`src/rtl/frame_seq_param.sv`:
```
// -----------------------------------------------------------------------------
// frame_seq_param
// Parametrised APU frame sequencer. Counts APU-cycle ticks (aclk_en) and emits
// one-CLK quarter-frame / half-frame strobes at the configured step points,
// raises the frame IRQ in 4-step mode, and restarts the sequence a fixed
// number of ticks after a $4017 write.
//
// Ports:
//   CLK        in   1  system clock, all state on posedge
//   RES        in   1  synchronous reset, active-high
//   aclk_en    in   1  one-CLK pulse per APU cycle (tick)
//   wr_4017    in   1  $4017 write strobe
//   din        in   2  din[1]=mode (0: 4-step, 1: 5-step), din[0]=IRQ inhibit
//   rd_status  in   1  $4015 read strobe, clears irq_flag
//   pal        in   1  (FRAME_SEQ_PAL_EN only) selects the PSTEP* table
//   qframe     out  1  quarter-frame strobe (registered)
//   hframe     out  1  half-frame strobe (registered)
//   irq_flag   out  1  frame IRQ flag (level)
//   step       out  3  current step index 0..4
//
// Configuration macro: FRAME_SEQ_PAL_EN adds the pal input and the PSTEP1..5
// table. pal is sampled only at reset and whenever the counter returns to 0.
// -----------------------------------------------------------------------------
module frame_seq_param #(
  parameter int CNT_W  = 15,
  parameter int STEP1  = 3728,
  parameter int STEP2  = 7456,
  parameter int STEP3  = 11185,
  parameter int STEP4  = 14914,
  parameter int STEP5  = 18640,
`ifdef FRAME_SEQ_PAL_EN
  parameter int PSTEP1 = 4156,
  parameter int PSTEP2 = 8313,
  parameter int PSTEP3 = 12469,
  parameter int PSTEP4 = 16626,
  parameter int PSTEP5 = 20782,
`endif
  parameter int WR_DLY = 2
) (
  input  logic       CLK,
  input  logic       RES,
  input  logic       aclk_en,
  input  logic       wr_4017,
  input  logic [1:0] din,
  input  logic       rd_status,
`ifdef FRAME_SEQ_PAL_EN
  input  logic       pal,
`endif
  output logic       qframe,
  output logic       hframe,
  output logic       irq_flag,
  output logic [2:0] step
);

  localparam logic [CNT_W-1:0] NS1 = CNT_W'(STEP1);
  localparam logic [CNT_W-1:0] NS2 = CNT_W'(STEP2);
  localparam logic [CNT_W-1:0] NS3 = CNT_W'(STEP3);
  localparam logic [CNT_W-1:0] NS4 = CNT_W'(STEP4);
  localparam logic [CNT_W-1:0] NS5 = CNT_W'(STEP5);
  localparam logic [2:0]       DLY_LOAD = 3'(WR_DLY);
  localparam logic [CNT_W-1:0] CNT_ONE  = {{(CNT_W-1){1'b0}}, 1'b1};
  localparam logic [CNT_W-1:0] CNT_ZERO = {CNT_W{1'b0}};

  logic [CNT_W-1:0] cnt_q, cnt_d;
  logic [2:0]       step_q, step_d;
  logic [2:0]       dly_q, dly_d;
  logic             mode_q, mode_d;
  logic             inh_q, inh_d;
  logic             irq_q, irq_d;
  logic             qf_q, qf_d;
  logic             hf_q, hf_d;
  logic             irq_set_s;
  logic [CNT_W-1:0] s1_s, s2_s, s3_s, s4_s, s5_s, last_s;

`ifdef FRAME_SEQ_PAL_EN
  localparam logic [CNT_W-1:0] PS1 = CNT_W'(PSTEP1);
  localparam logic [CNT_W-1:0] PS2 = CNT_W'(PSTEP2);
  localparam logic [CNT_W-1:0] PS3 = CNT_W'(PSTEP3);
  localparam logic [CNT_W-1:0] PS4 = CNT_W'(PSTEP4);
  localparam logic [CNT_W-1:0] PS5 = CNT_W'(PSTEP5);

  logic pal_q, pal_d;

  assign s1_s = pal_q ? PS1 : NS1;
  assign s2_s = pal_q ? PS2 : NS2;
  assign s3_s = pal_q ? PS3 : NS3;
  assign s4_s = pal_q ? PS4 : NS4;
  assign s5_s = pal_q ? PS5 : NS5;

  // pal is only re-sampled when the counter lands on 0 after a tick, so a
  // table switch never happens mid-frame.
  always_comb begin
    if (aclk_en && (cnt_d == CNT_ZERO)) begin
      pal_d = pal;
    end else begin
      pal_d = pal_q;
    end
  end

  // PAL select register.
  always_ff @(posedge CLK) begin
    if (RES) begin
      pal_q <= pal;
    end else begin
      pal_q <= pal_d;
    end
  end
`else
  assign s1_s = NS1;
  assign s2_s = NS2;
  assign s3_s = NS3;
  assign s4_s = NS4;
  assign s5_s = NS5;
`endif

  // Wrap point of the current mode; anything beyond it (only reachable after a
  // 5-step -> 4-step mode change) restarts the frame silently.
  assign last_s = mode_q ? s5_s : s4_s;

  // Next-state logic: tick handling, $4017 write and IRQ flag.
  always_comb begin
    cnt_d     = cnt_q;
    step_d    = step_q;
    dly_d     = dly_q;
    mode_d    = mode_q;
    inh_d     = inh_q;
    qf_d      = 1'b0;
    hf_d      = 1'b0;
    irq_set_s = 1'b0;

    if (aclk_en) begin
      if (!wr_4017 && (dly_q == 3'd1)) begin
        // Write-delay expiry overrides any step point on this tick.
        cnt_d  = CNT_ZERO;
        step_d = 3'd0;
        dly_d  = 3'd0;
        if (mode_q) begin
          qf_d = 1'b1;
          hf_d = 1'b1;
        end else begin
          qf_d = 1'b0;
          hf_d = 1'b0;
        end
      end else begin
        cnt_d = cnt_q + CNT_ONE;
        if (dly_q != 3'd0) begin
          dly_d = dly_q - 3'd1;
        end else begin
          dly_d = dly_q;
        end
        if (cnt_q == s1_s) begin
          qf_d   = 1'b1;
          step_d = step_q + 3'd1;
        end else if (cnt_q == s2_s) begin
          qf_d   = 1'b1;
          hf_d   = 1'b1;
          step_d = step_q + 3'd1;
        end else if (cnt_q == s3_s) begin
          qf_d   = 1'b1;
          step_d = step_q + 3'd1;
        end else if ((cnt_q == s4_s) && !mode_q) begin
          qf_d      = 1'b1;
          hf_d      = 1'b1;
          irq_set_s = !inh_q;
          cnt_d     = CNT_ZERO;
          step_d    = 3'd0;
        end else if (cnt_q == s4_s) begin
          // 5-step mode: step point 4 is silent but still advances step.
          step_d = step_q + 3'd1;
        end else if ((cnt_q == s5_s) && mode_q) begin
          qf_d   = 1'b1;
          hf_d   = 1'b1;
          cnt_d  = CNT_ZERO;
          step_d = 3'd0;
        end else if (cnt_q > last_s) begin
          cnt_d  = CNT_ZERO;
          step_d = 3'd0;
        end else begin
          step_d = step_q;
        end
      end
    end else begin
      cnt_d = cnt_q;
    end

    // A write (re)arms the delay and takes over any countdown in flight.
    if (wr_4017) begin
      mode_d = din[1];
      inh_d  = din[0];
      dly_d  = DLY_LOAD;
    end else begin
      mode_d = mode_q;
    end

    // Set has priority over both clear sources.
    if (irq_set_s) begin
      irq_d = 1'b1;
    end else if (rd_status || (wr_4017 && din[0])) begin
      irq_d = 1'b0;
    end else begin
      irq_d = irq_q;
    end
  end

  // State and output registers.
  always_ff @(posedge CLK) begin
    if (RES) begin
      cnt_q  <= CNT_ZERO;
      step_q <= 3'd0;
      dly_q  <= 3'd0;
      mode_q <= 1'b0;
      inh_q  <= 1'b0;
      irq_q  <= 1'b0;
      qf_q   <= 1'b0;
      hf_q   <= 1'b0;
    end else begin
      cnt_q  <= cnt_d;
      step_q <= step_d;
      dly_q  <= dly_d;
      mode_q <= mode_d;
      inh_q  <= inh_d;
      irq_q  <= irq_d;
      qf_q   <= qf_d;
      hf_q   <= hf_d;
    end
  end

  assign qframe   = qf_q;
  assign hframe   = hf_q;
  assign irq_flag = irq_q;
  assign step     = step_q;

endmodule
```
`config.mk`:
```
export PLATFORM = sky130hd
export DESIGN_NAME = frame_seq_param
export DESIGN_NICKNAME = d
export VERILOG_FILES = /design/src/rtl/frame_seq_param.sv
export SDC_FILE = /design/constraint.sdc
export NUM_CORES = 1
export LEC_CHECK = 0
export CAP_MARGIN = 25
export CORE_MARGIN = 1.5
export CORE_UTILIZATION = 58
export DETAILED_ROUTE_END_ITERATION = 12
export PLACE_DENSITY = 0.76
export SETUP_SLACK_MARGIN = 0.05
export SYNTH_ARGS = -nofsm -noshare
export SYNTH_HDL_FRONTEND = slang
export SYNTH_SLANG_ARGS = --single-unit
```
`constraint.sdc`:
```
create_clock -name CLK -period 3.25 [get_ports CLK]
set_clock_uncertainty 0.15 [all_clocks]
set_input_delay 0.65 -clock CLK [delete_from_list [all_inputs] [get_ports CLK]]
set_output_delay 0.65 -clock CLK [all_outputs]
set_load 0.05 [all_outputs]
```
# Yosys cells after proc, flatten, opt, wreduce, memory -nomap -nowiden
# Index checks and enable logic that the tools add are counted.
[op_classes]
add_sub_neg = 3
magnitude_cmp = 1
eq_ne = 6
mux = 41
bitwise_logic = 1
reduce_logical = 19
[ops]
columns = ["operator", "count"]
rows = [
  ["15-bit two-way mux", 9],
  ["15-bit by 14-bit == test with 1-bit output, second input constant", 2],
  ["3-bit two-way mux", 10],
  ["1-bit two-way mux", 20],
  ["15-bit by 1-bit adder with 15-bit output, second input constant", 1],
  ["15-bit by 12-bit == test with 1-bit output, second input constant", 1],
  ["15-bit by 13-bit == test with 1-bit output, second input constant", 1],
  ["15-bit == test, second input constant", 1],
  ["15-bit greater-than comparator", 1],
  ["8-bit nonzero test", 1],
  ["2-bit AND reduction", 3],
  ["2-bit nonzero test", 3],
  ["3-bit nonzero test", 2],
  ["1-bit logical AND", 4],
  ["2-bit two-way mux", 2],
  ["2-bit OR reduction", 2],
  ["3-bit by 1-bit adder with 3-bit output, second input constant", 1],
  ["3-bit by 1-bit == test with 1-bit output, second input constant", 1],
  ["1-bit zero test", 3],
  ["3-bit by 1-bit subtractor with 3-bit output, second input constant", 1],
  ["1-bit logical OR", 1],
  ["1-bit inverter", 1],
]
[word_totals]
reg_bits = 26
input_bits = 7
out_inout_bits = 6
word_cells = 80

# Longest topological paths before layout
[logic_depth]
ltp_word = 10
mapped_depth = 11
depth_no_buf = 9

# Worst setup path before layout
# OpenSTA, ideal clock, no wires.
[synth_path]
kind = "register to register"
start = "register mode_q"
end = "register cnt_q[4]"
setup_ps = 73
arrival_time_ps = 2505
required_time_ps = 3027
setup_slack_ps = 522
stages_incl_launch_ff = 11
n_path_buf = 1
period_less_slack_ps = 2728
path_cell_list = "dfxtp_1 > inv_1 > ha_1 > or3b_1 > a211o_1 > a2111oi_0 > a31oi_1 > o21ba_4 > buf_6 > or3_1 > o211ai_2"
[synth_between]
elab_chain_cells = 10
word_cells_on_any_way = 13
classes_between = "order compare: 1; mux: 9; reduce/logical: 3"
[synth_rtl]
columns = ["item", "line_no", "rtl"]
rows = [
  ["from (decl)", "67", "logic mode_q, mode_d;"],
  ["from (signal assigned)", "220", "mode_q <= mode_d;"],
  ["15-bit two-way mux", "118", "assign last_s = mode_q ? s5_s : s4_s;"],
  ["15-bit greater-than comparator", "175", "end else if (cnt_q > last_s) begin"],
  ["15-bit two-way mux", "175", ""],
  ["15-bit two-way mux", "170", "end else if ((cnt_q == s5_s) && mode_q) begin"],
  ["15-bit two-way mux", "167", "end else if (cnt_q == s4_s) begin"],
  ["15-bit two-way mux *", "161", "end else if ((cnt_q == s4_s) && !mode_q) begin"],
  ["15-bit two-way mux *", "158", "end else if (cnt_q == s3_s) begin"],
  ["15-bit two-way mux *", "154", "end else if (cnt_q == s2_s) begin"],
  ["15-bit two-way mux *", "151", "if (cnt_q == s1_s) begin"],
  ["15-bit two-way mux *", "132", "if (!wr_4017 && (dly_q == 3'd1)) begin"],
  ["to (signal assigned)", "217", "cnt_q <= cnt_d;"],
  ["to (decl)", "64", "logic [CNT_W-1:0] cnt_q, cnt_d;"],
]
# Every way passes the cells marked *; elsewhere a longest branch is shown, timed or not.
# A chain may end at the register's enable or synchronous reset.

# Worst setup path in the final report
# Ends and elaborated chain as after synthesis.

==> impl_metrics.env <==
export IMPL_placementRows=20
export IMPL_setup_viol=0
export IMPL_fin_crit_ns=3.01
export IMPL_path_class="reg2reg"
export IMPL_syn_num_nets=240
export IMPL_path_cells="inv_1 > ha_1 > or3b_1 > a211o_1 > a2111oi_0 > a31oi_1 > o21ba_4 > or3_1 > o211ai_2"
export IMPL_ctsHoldBuffers=0
export IMPL_cap_violations=0
export IMPL_ys_ff_latch=26
export IMPL_maxSlewViolCount=0
export IMPL_hold_end="inh_q"
export IMPL_setup_slack_ns=0.236
export IMPL_cp_start_kind="flip-flop"
export IMPL_timing_fmax_mhz=332
export IMPL_clockBufferDepth=2
export IMPL_endpoint_kind="flip-flop"
export IMPL_ys_flop_type="dfxtp_1"
export IMPL_drtIter0Drc=71
export IMPL_tns_ns=0
export IMPL_min_path_cells=2
export IMPL_diodes=0
export IMPL_cp_required_ns=3.37
export IMPL_post_cts_resize_count=0
export IMPL_worstMarginPinSlew_ns=0.564
export IMPL_rsz0062_at_grt="no"
export IMPL_htreeDepth=1
export IMPL_status="finished, final reports clean"
export IMPL_clock_sinks=26
export IMPL_slowest_stage="dfxtp_1"
export IMPL_wl_um=4180
export IMPL_r2r_start="mode_q"
export IMPL_yosysUniqueCellTypes=45
export IMPL_p_leak_nw=0.807
export IMPL_grt_pass1_vias=1581
export IMPL_dp_hpwl_um=3140
export IMPL_grt_remaining_overflow=0
export IMPL_synth_yosys_seq_area_share_pct=29.0
export IMPL_worstHoldStart="inh_q"
export IMPL_synth_top_area_share_pct=29.0
export IMPL_yosys_top_cells_area="dfxtp_1 29%, ha_1 10%, a21o_1 4.2%"
export IMPL_io_buffers=12
export IMPL_grt_pass1_wl_um=6920
export IMPL_layout_commonest_cell="dfxtp_1"
export IMPL_cts_setup_buffers=0
export IMPL_power_mw=0.640
export IMPL_layout_nets=248
export IMPL_area_growth_pct=9.41
export IMPL_async_flop_share_pct=0
export IMPL_pin_count=13
export IMPL_reg2reg_slack_ns=0.24
export IMPL_initial_core_util_pct=59.8
export IMPL_coreArea_um2=3000
export IMPL_period_share_pct=92.7
export IMPL_timing_critical_path_buf_inv=1
export IMPL_syn_area_per_cell_um2=8.24
export IMPL_synth_edf_count=0
export IMPL_clock_latency_ns=0.34
export IMPL_die_area_um2=3440
export IMPL_die_h_um=58.6
export IMPL_layout_drive_gt1_share_pct=11.1
export IMPL_die_w_um=58.6
export IMPL_ant_nets=0
export IMPL_globalplace_congestion=0.990
export IMPL_crit_family="compound AO/OA/AOI/OAI gates"
export IMPL_dp_cells=254
export IMPL_peakVddDrop_v=0.000241
export IMPL_grt_max_degree=26
export IMPL_worst_path_max_fanout=25
export IMPL_vias_per_cell=6.34
export IMPL_cp_arrival_ns=3.14
export IMPL_yosys_warnings=0
export IMPL_cts_tree="done"
export IMPL_antenna_found_initial=0
export IMPL_slowest_delay_ns=0.40
export IMPL_firstDrtPassIters=4
export IMPL_num_vias=1637
export IMPL_synth_top_cell_by_area="dfxtp_1"
export IMPL_power_density_nw_per_um2=326
export IMPL_hold_path_class="reg2reg"
export IMPL_wl_per_cell_um=16.2
export IMPL_hold_violations=0
export IMPL_netlist_area_um2=1800
export IMPL_numCtsBuffers=3
export IMPL_relSlewSlack_pct=62.3
export IMPL_drcViolationCount=0
export IMPL_r2r_end="cnt_q[4]"
export IMPL_r2r_cells=9
export IMPL_syn_instance_count=218
export IMPL_grt_usage_pct=26.2
export IMPL_clock_root_buffer="clkbuf_4"
export IMPL_final_cell_mix="26 x dfxtp_1, 19 x nand2_1, 17 x nor2_1, 15 x ha_1"
export IMPL_fin_cells=258
export IMPL_clkTransAtPathRegs_ns=0.16
export IMPL_dp_slack_ns=0.286
## state kept, by name, indices dropped and copies added (netlist names)
name / cells
mode_q: 1
dly_q: 3
qframe: 1
cnt_q: 15
inh_q: 1
step: 3
irq_flag: 1
hframe: 1
## per-stage QoR
stage                     hold WS (ns)  area [um2]  utilization, %
after floorplan                  0.301        1800               -
after global placement           0.314        1910            63.7
after detailed placement         0.325        1910            63.7
after CTS                        0.347        1960            65.4
after global routing             0.378        1960            65.4
final                            0.353        1960            65.4
## layer usage
| metal | part of all wire [%] | track usage (%) |
|---|---|---|
| met1 | 44 | 31.8 |
| met2 | 51 | 46.7 |
| met3 | 3.2 | 2.86 |
| met4 | 2.0 | 11.4 |
| met5 | 0 | 0 |
## where the power goes
group	switching, mW	leakage [nW]	total (mW)	internal (mW)
clock network	0.106	0.0279	0.230	0.125
logic	0.0447	0.569	0.0781	0.0334
registers	0.00625	0.211	0.331	0.325
## tightest hold or removal path, delay by kind of cell, from the launching register on
kind,cells,cell delay (ns)
and+or+nand+nor,1,0.07
DFF,1,0.35
AOI/OAI and AO/OA,1,0.06
## area by class of cell
type,instances,area (um2)
sequential,26,520
multi-input combinational,171,1170
inverter,9,33.8
fill,288,1040
timing repair buffer,15,143
tap,33,41.3
clock inverter,1,30.0
clock buffer,3,22.5
## cell families (layout without fill, tap and decap cells)
family	Yosys count	count (layout)	share of synthesized area, %
DFF	26	26	29.0
AOI/OAI and AO/OA	50	50	19.4
buffers and inverters	21	28	5.64
adders and majority gates	15	15	10.5
and+or+nand+nor	104	104	34.3
muxes	2	2	1.18
## cells in the mapped netlist, types with 2 or more instances
| master | n |
|---|---|
| dfxtp_1 | 26 |
| nand2_1 | 19 |
| nor2_1 | 17 |
| ha_1 | 15 |
| nor3_1 | 12 |
| a21o_1 | 10 |
| a21oi_1 | 10 |
| clkbuf_1 | 9 |
| inv_1 | 9 |
| o21ai_0 | 8 |
| o21ai_1 | 7 |
| or3_1 | 7 |
| nand4b_1 | 6 |
| or2_2 | 6 |
| nand2b_1 | 5 |
| nand3_1 | 5 |
| nor4_1 | 5 |
| and3_1 | 4 |
| a31oi_1 | 3 |
| buf_6 | 3 |
| a211o_1 | 2 |
| a22o_1 | 2 |
| nand4_1 | 2 |
| nor2b_1 | 2 |
| nor3b_2 | 2 |
| or3b_1 | 2 |
| or4b_1 | 2 |
## worst max path at each step
stage,start,end,slack [ns],cells past startpoint
after floorplan,mode_q,cnt_q[4],0.52,10
after global placement,mode_q,cnt_q[4],0.37,9
after detailed placement,mode_q,cnt_q[4],0.29,9
after CTS,mode_q,cnt_q[4],0.24,9
after global routing,mode_q,cnt_q[4],0.1,9
final,mode_q,cnt_q[4],0.24,9
No activity file was read; power rests on OpenSTA's default activity.
==> edit: new RTL, same settings <==
Register the input `rd_status` before use. The logic sees it one clock later. The other inputs are not delayed to match.
--- a/src/rtl/frame_seq_param.sv
+++ b/src/rtl/frame_seq_param.sv
@@ -61,6 +61,12 @@
   localparam logic [CNT_W-1:0] CNT_ONE  = {{(CNT_W-1){1'b0}}, 1'b1};
   localparam logic [CNT_W-1:0] CNT_ZERO = {CNT_W{1'b0}};
 
+  logic rd_status_q;
+
+  always_ff @(posedge CLK) begin
+    rd_status_q <= rd_status;
+  end
+
   logic [CNT_W-1:0] cnt_q, cnt_d;
   logic [2:0]       step_q, step_d;
   logic [2:0]       dly_q, dly_d;
@@ -195,7 +201,7 @@
     // Set has priority over both clear sources.
     if (irq_set_s) begin
       irq_d = 1'b1;
-    end else if (rd_status || (wr_4017 && din[0])) begin
+    end else if (rd_status_q || (wr_4017 && din[0])) begin
       irq_d = 1'b0;
     end else begin
       irq_d = irq_q;
Function: no difference found for any inputs over 10 cycles, from zero or initial values; that may be too few to reach the edited logic, so the function may still have changed.
==> edit against the original RTL <==
  * Wire length up 2.1%
  * Design area up 1.1%
  * Sequential cell count up 1
  * Non-clock buffer count down 1
  * Synthesized cell count up 4.6%
  * Worst setup slack better by 0.051 ns
  * Power down 12%
  * Synthesized area up 2.4%
  * Critical path type unchanged
  * Critical endpoint is now cnt_q[7]$_SDFFE_PP0P_
  * Highest routed layer unchanged
==> edit: results (changes against the original RTL) <==
Run status
  – Status: finished, final reports clean (unchanged)

GRT
  – Initial antenna violation count: 0 (unchanged)
  – Total track usage: 26.1% (was 26.2%)
  – Largest net degree at the start of global routing: 18 (was 26)
  – Vias in the first global route: 1553 (was 1581)
  – First-pass GRT wire length: 7070 um (was 6920 um)

Clock network
  – Worst skew pair latency: 0.31 ns (was 0.34 ns)
  – Max Buffers Root-to-Sink: 2 (unchanged)
  – Clock buffer count from CTS: 3 (unchanged)
  – Root buf cell: clkbuf_4 (unchanged)
  – CTS clk-pin slew, worst paths: 0.14 ns (was 0.16 ns)
  – Post_cts resized: 0 (unchanged)
  – # Post-CTS Setup Buffers: 0 (unchanged)
  – H-tree Lvls: 1 (unchanged)

Pwr
  – Design Power: 0.000564 W (was 0.000640 W)
  – Leak: 0.772 nW (was 0.807 nW)
  – Seq pwr share: 61.4% (was 51.8%)
  – Worst vdd ir: 0.000212 V (was 0.000241 V)
  – Pint: 0.000417 W (was 0.000483 W)

Drt
  – DRT Pass-1 Iters: 4 (unchanged)
  – Initial drt markers: 101 (was 71)
  – WL/cell: 15.4 um (was 16.2 um)
  – Vias: 1732 (was 1637)

STA
  – Worst Tran Pin Value: 0.519 ns (was 0.564 ns)

Placed design
  – Cell Area, Placed: 0.00196 sq mm (was 0.00191 sq mm)
  – HPWL Detailed: 3240 um (was 3140 um)
  – I/O Buffers: 12 (unchanged)
  – GP Congestion: 0.982 (was 0.990)

Synthesis
  – Syn Nets: 250 (was 240)
  – Largest cells by area after synthesis: dfxtp_1 (29%), ha_1 (10%), nand2_1 (5.9%) (was dfxtp_1 (29%), ha_1 (10%), a21o_1 (4.2%))
  – Synthesis Warnings: 0 (unchanged)
  – Most used flip-flop cell after synthesis: dfxtp_1 (unchanged)
  – Most instantiated cells after synthesis: nand2_1 (29), dfxtp_1 (27), nor2_1 (16), ha_1 (15) (was dfxtp_1 (26), nand2_1 (19), nor2_1 (17), ha_1 (15), nor3_1 (12))
  – Synth unique cells: 51 (was 45)
  – Synth async-reset ratio: 0% (unchanged)
  – Register area share after synthesis: 29.4% (was 29.0%)

Worst hold path
  – Hold Crit Depth: 2 (unchanged)
  – Worst Hold Launch: inh_q$_SDFFE_PP0P_ (unchanged)
  – HP Class: reg -> reg (unchanged)

Critical path
  – Crit path launch: mode_q$_SDFFE_PP0P_ (unchanged)
  – Worst-case reg-to-reg path depth: 9 (unchanged)
  – Worst EP arrival: 3.04 ns (was 3.14 ns)
  – Crit path max fanout: 17 (was 25)

Layout
  – # diodes: 0 (unchanged)
  – Max reg flops: 15 (unchanged)
  – Multi-input gate area: 0.00119 sq mm (was 0.00117 sq mm)
  – Biggest register: cnt_q (unchanged)
  – Nets: 256 (was 248)
  – Fillers: 274 (was 288)
  – Layout cells sized above 1: 7.73% (was 11.1%)
## edit: cell types whose count changed after synthesis, sizes merged, moves of 4 or more
cell | unedited run | this run
nand2 | 19 | 29
nor4 | 6 | 2
o21ai | 16 | 11
a21o | 10 | 6
nand4b | 6 | 2
nand3b | 1 | 6
## edit: path summary, 6_finish.rpt
kind | endpoint | slack, ns
max | cnt_q[7]$_SDFFE_PP0P_ | 0.29
min | inh_q$_SDFFE_PP0P_ | 0.33
max reg2reg | cnt_q[7]$_SDFFE_PP0P_ | 0.29
min reg2reg | inh_q$_SDFFE_PP0P_ | 0.33
## edit: kinds of logic (layout without fill, tap and decap cells)
logic type	Yosys count	in the layout	share of synthesized area, %
compound gates	52	52	20.6
xor+xnor	2	2	0.953
fa+ha+maj	15	15	10.2
buf+inv	23	28	5.79
flops	27	27	29.4
mux	1	1	0.545
simple gates	108	108	32.5
## edit: cell type report
class                   count  area share (%)
inverters                  10            1.89
multi-input cells         178            60.0
repair buffers             14            6.81
flip-flops and latches     27            27.2
clock buffers               4            1.32
well taps                  44            2.77
## edit: worst max-delay path: stages (launching register included)
cell and delay [ns]:
dfxtp_1 0.50, inv_1 0.19, ha_1 0.33, and3_1 0.17, nand4b_1 0.14, o311a_1 0.35, o21ba_2 0.26, o21ai_4 0.41
nor3_1 0.10, a211o_1 0.28
## edit: layer usage
layer | vias up | GRT usage [%] | routed length (um)
met1 | 817 | 37.9 | 1930
met3 | 6 | 2.18 | 311
met4 | 0 | 7.79 | 51
met2 | 71 | 41.1 | 1980
li1 | 838 | - | -
met5 | - | 0 | 0
## edit: stage by stage
step / instances / setup WS [ns] / hold WS, ns
after floorplan: 228 / 0.699 / 0.295
after global placement: 273 / 0.451 / 0.311
after detailed placement: 273 / 0.336 / 0.318
after CTS: 277 / 0.305 / 0.337
after global routing: 277 / 0.163 / 0.351
final: 277 / 0.287 / 0.334
## edit: power groups by stage
stage / registers, W / clock network [W] / logic (W)
floorplan: 0.000351 / 0 / 0.0000532
global placement: 0.000353 / 0 / 0.0000703
detailed placement: 0.000353 / 0 / 0.0000743
CTS: 0.000346 / 0.000149 / 0.0000744
global route: 0.000348 / 0.000162 / 0.0000835
finish: 0.000346 / 0.000143 / 0.0000753
